### src/rtl/fetch_seq.sv
// Instruction-fetch sequencer: owns the PC, captures imem words and
// hands them downstream; advances via the external incrementer or JNO.
module fetch_seq #(
  parameter int unsigned PC_W    = 2,
  parameter int unsigned INSTR_W = 8
) (
  input  logic               clk,
  input  logic               rst_n,
  input  logic               run,
  output logic [PC_W-1:0]    imem_addr,
  input  logic [INSTR_W-1:0] imem_rdata,
  input  logic               imem_valid,
  output logic [PC_W-1:0]    inc_prev,
  input  logic [PC_W-1:0]    inc_value,
  input  logic               inc_carry,
  input  logic               ovf_flag,
  output logic [INSTR_W-1:0] instr_out,
  output logic               instr_valid,
  input  logic               instr_ready,
  output logic               wrapped,
  output logic               halted
);

  typedef enum logic [1:0] {
    IDLE,
    REQ,
    HOLD,
    HALT
  } state_t;

  localparam logic [1:0] OP_JNO = 2'b00;
  localparam logic [1:0] OP_HLT = 2'b11;

  state_t            state;
  logic [PC_W-1:0]   pc;
  logic [1:0]        opcode;
  logic [PC_W-1:0]   target;
  logic              accept;
  logic              do_halt;
  logic              do_jump;

  assign imem_addr = pc;
  assign inc_prev  = pc;

  assign opcode = instr_out[INSTR_W-1 -: 2];
  assign target = instr_out[PC_W-1:0];
  assign accept = (state == HOLD) && instr_ready;

  always_comb begin
    do_halt = 1'b0;
    do_jump = 1'b0;
    unique case (1'b1)
      (opcode == OP_HLT): do_halt = 1'b1;
      (opcode == OP_JNO): do_jump = !ovf_flag;
      default:            ;
    endcase
  end

  always_ff @(posedge clk or negedge rst_n) begin
    if (!rst_n) begin
      state       <= IDLE;
      pc          <= '0;
      instr_out   <= '0;
      instr_valid <= 1'b0;
      wrapped     <= 1'b0;
      halted      <= 1'b0;
    end else begin
      unique case (state)
        IDLE: begin
          if (run) state <= REQ;
        end
        REQ: begin
          if (imem_valid) begin
            instr_out   <= imem_rdata;
            instr_valid <= 1'b1;
            state       <= HOLD;
          end
        end
        HOLD: begin
          if (accept) begin
            instr_valid <= 1'b0;
            if (do_halt) begin
              halted <= 1'b1;
              state  <= HALT;
            end else if (do_jump) begin
              // taken jumps never count as a wrap, even to address 0
              pc    <= target;
              state <= REQ;
            end else begin
              pc    <= inc_value;
              state <= REQ;
              if (inc_carry) wrapped <= 1'b1;
            end
          end
        end
        HALT: ;
        default: state <= IDLE;
      endcase
    end
  end

endmodule

### config.mk
export PLATFORM = sky130hd
export DESIGN_NAME = fetch_seq
export DESIGN_NICKNAME = d
export VERILOG_FILES = /design/src/rtl/fetch_seq.sv
export SDC_FILE = /design/constraint.sdc
export NUM_CORES = 1
export LEC_CHECK = 0
export CORE_AREA = 2 2 40 42
export CTS_BUF_LIST = sky130_fd_sc_hd__clkbuf_2 sky130_fd_sc_hd__clkbuf_4 sky130_fd_sc_hd__clkbuf_8
export CTS_CLUSTER_DIAMETER = 100
export DETAILED_ROUTE_END_ITERATION = 10
export DIE_AREA = 0 0 42 44
export DONT_BUFFER_PORTS = 1
export PLACE_DENSITY = 0.7
export SYNTH_ARGS = -nofsm -noshare
export SYNTH_HDL_FRONTEND = slang
export SYNTH_SLANG_ARGS = --single-unit
### constraint.sdc
create_clock -name clk -period 4.85 [get_ports clk]
set_clock_uncertainty 0.15 [all_clocks]
set_input_delay 1.2125 -clock clk [delete_from_list [all_inputs] [get_ports clk]]
set_output_delay 1.2125 -clock clk [all_outputs]
set_load 0.01 [all_outputs]
Word level (Yosys, flattened, before mapping). Cells that the tools add are included.

Bits in registers: 15. Input port bits: 17.

Equal/unequal tests: 6. Mux-type cells: 11. Bitwise gates (word level): 2. Reductions and logical operators: 12.

Operators by type and width (number): $mux W2 (5); $reduce_and A3 Y1 (3); $ne A2 B2 Y1 const B (3); $pmux W2 S3 (1); $reduce_and A5 Y1 (1); $eq A2 B2 Y1 const B (2); $logic_not A2 Y1 (2); $mux W1 (4); $reduce_and A4 Y1 (1); $reduce_bool A3 Y1 (1); $eq A2 B1 Y1 const B (1); $not A1 Y1 (2); $pmux W1 S2 (1); $reduce_and A2 Y1 (1); $reduce_bool A2 Y1 (1); $logic_and A1 B1 Y1 (1); $logic_not A1 Y1 (1).

Longest topological paths before layout.
Depth after elaboration: 5. Depth in mapped cells: 5. Gate-level depth less buffers: 5.

Worst setup path after synthesis. OpenSTA, ideal clock, no wires.

Path type: input to register. Start point: input ovf_flag. End point: register pc[1], in the netlist imem_addr[1]. Arrival time: 2.096 ns. Required time: 4.575 ns. Slack: 2.479 ns. Cell stages on the path: 3. Buffers on the path: 0. Cell sequence: or3_4 > mux2_4 > mux2_2.

Word-level cells in the longest chain between the ends: 3.

RTL lines: start, declared (line 16) `input logic ovf_flag,`; $logic_not A1 Y1 (line 54) `(opcode == OP_JNO): do_jump = !ovf_flag;`; $mux W1 (line 52) `unique case (1'b1)`; $mux W2 (line 85) `end else if (do_jump) begin`; end signal, assigned (line 87) `pc <= target;`; end signal, assigned (line 90) `pc <= inc_value;`; end, declared (line 35) `logic [PC_W-1:0] pc;`.

Every way passes these cells. A chain may end at the register's enable or synchronous reset.

Worst setup path in the final report.
Start point: register instr_out[6]. End point: output instr_out[6].

RTL lines: start, declared (line 17) `output logic [INSTR_W-1:0] instr_out,`; start signal, assigned (line 74) `instr_out <= imem_rdata;`.

No word-level cell between the ends.

==> impl_metrics.tcl <==
set metrics [dict create \
    outcome "complete, no violations" \
    num_vias 459 \
    critPathLaunchType "flop" \
    drive_gt1_share_pct 36.1 \
    timing.critical_path.fanout_max 6 \
    syn-cell-area_um2 769 \
    leading_area_contributor_after_synthesis "dfrtp_1" \
    syn_avg_cell_area_um2 13.0 \
    power_density_nw_per_um2 245 \
    top_level_ports 32 \
    power.share.clock_pct 34.3 \
    clock_sink_count 15 \
    min_path_cells 1 \
    cts_tree "yes" \
    drcViolationCount 0 \
    first_global_vias 434 \
    timing.critical_path.arrival_ns 0.76 \
    transition_time_of_the_tightest_slew_check_pin_ns 0.447 \
    cts-buffers-inserted 3 \
    dominantRegCellSynth "dfrtp_1" \
    final_weighted_congestion_in_routability_driven_placement 0.680 \
    die_area_um2 1850 \
    global_route_usage_over_all_layers_pct 14.5 \
    buffer_ports.inserted 0 \
    total_power_mw 0.196 \
    finish.cell_count_without_fillers 77 \
    core_area_um2 1420 \
    max_cap_violations 0 \
    setup-tns-final_ns 0 \
    setup_viol_count_final 0 \
    synth.ff_latch_count 15 \
    rows 14 \
    final-hold-violation-count 0 \
    fin_area_um2 802 \
    post-cts-setup-buffer-count 0 \
    placement.cell_area_um2 774 \
    seq_area_frac_synth_pct 48.8 \
    antenna_found_initial 0 \
    die_w_um 42 \
    r2r-start "state[0]" \
    drt_wl_total_um 1210 \
    grt_start_max_net_pins 16 \
    vias_per_cell 5.96 \
    reg2reg_depth 5 \
    clkTransAtPathRegs_ns 0.09 \
    cellLeakagePower_nw 0.409 \
    post_cts_hold_buffer_count 0 \
    nets 85 \
    slew-limit-headroom_pct 70.1 \
    end_kind "output port" \
    total_switching_power_mw 0.0379 \
    synth_cell_type_count 21 \
    drt_first_iter_violations 3 \
    root_buffer "clkbuf_4" \
    worst_hold_path_type "reg2reg" \
    rsz0062_at_grt "false" \
    max_freq_mhz 471 \
    syn_to_final_growth_pct 4.23 \
    htree_num_levels 1 \
    peakVddDrop_uv 151 \
    reg2reg_setup_slack_ns 3.00 \
    drt-pass1-iter-count 3 \
    power.internal_mw 0.158 \
    netlist_top_cells_area "dfrtp_1, mux2_2, ha_1" \
    layout_common_cells "dfrtp_1, mux2_2, ha_1" \
    timing.critical_path.required_ns 3.49 \
    min_cycle_time_layout_ns 2.12 \
    layout_commonest_cell "dfrtp_1" \
    clkLatencyLatePin_ns 0.28 \
    initial_utilization_pct 54.2 \
    gr_ovfl_total 0 \
    switching_share_pct 19.3 \
    final_max_slew_viol_count 0 \
    drt-wirelength-per-cell_um 15.7 \
    synthArstFlopShare_pct 100 \
    reg2reg_to "imem_addr[1]" \
    cts-root-to-sink-buffers 2 \
    synth.top_cell.area_share_pct 48.8 \
    synthesis.yosys.warnings 0 \
    finalCritPeriodShare_pct 43.8 \
    min_delay_worst_endpoint "wrapped" \
    syn-num-nets 82 \
    cts_resized 0 \
    share_seq_of_total_power_pct 63.7 \
    place_inst 73 \
    antenna-diode-count 0 \
    min_from "wrapped" \
    comb_power_share_pct 2.0 \
    grt_pass1_wl_um 1870 \
    dp_hpwl_um 930 \
    synth_cells 59 \
    postRouteAntennaNets 0 \
    post_synth_edffs 0 \
    dieHeight_um 44 \
    critical_path_class "reg2out" \
]
==> how the worst max path moves through the flow <==
stage	start	end	slack, ns	cells past startpoint
finish	instr_out[6]	instr_out[6]	2.73	0
detailed placement	ovf_flag	imem_addr[1]	2.45	3
CTS	instr_out[6]	instr_out[6]	2.72	0
global route	instr_out[7]	instr_out[7]	2.68	0
global placement	ovf_flag	imem_addr[1]	2.46	3
floorplan	ovf_flag	imem_addr[1]	2.48	3
==> routing by layer <==
layer	share of wire [%]	vias up	wire length, um	global-route usage, %
met5	0	-	0	0
met4	0	0	0	3.87
met3	11	0	128	8.75
met2	51	21	610	22.8
met1	39	228	468	16.9
li1	-	210	-	-
==> synth_stat cells, types with 2 or more instances <==
master / n
mux2i_1: 2
buf_4: 2
a21oi_1: 2
nand2_1: 2
inv_1: 3
ha_1: 6
nor2b_1: 2
a31o_2: 2
mux2_4: 3
nor2_1: 2
mux2_2: 9
dfrtp_1: 15
==> cells by family (layout without fill, tap and decap cells) <==
kind of cell,count (synthesis),after routing,synth area share [%]
multiplexers,14,14,21.6
AO/OA/AOI/OAI,8,8,8.13
flip-flops,15,15,48.8
adder cells (fa/ha/maj),6,6,9.76
AND/OR/NAND/NOR,11,11,8.29
buffers and inverters,5,7,3.41
==> state kept, by name, summed over array words and instances (netlist names) <==
signal and cells:
instr_valid 1, halted 1, wrapped 1, state 2
imem_addr 2, instr_out 8
==> per-stage QoR <==
step                setup slack, ns  utilization [%]  hold WS, ns
floorplan                      2.48                -        0.362
global placement               2.46             54.6        0.371
detailed placement             2.45             54.6        0.376
CTS                            2.72             56.5        0.396
global route                   2.68             56.5        0.408
finish                         2.73             56.5        0.392
==> final cells by class <==
type / count / area, um^2
well taps: 16 / 20.0
multi-input cells: 39 / 368
inverters: 3 / 11.3
clock buffers: 3 / 22.5
fillers: 116 / 617
clock inverters: 1 / 5.00
flip-flops and latches: 15 / 375
==> power groups by stage <==
stage,logic (mW),registers (mW),clock network [mW]
2_1_floorplan,0.00358,0.127,0
3_3_place_gp,0.00376,0.127,0
3_5_place_dp,0.00399,0.127,0
4_1_cts,0.00399,0.125,0.0710
5_1_grt,0.00426,0.125,0.0767
6_report,0.00393,0.125,0.0672
No activity file was read; power rests on OpenSTA's default activity.
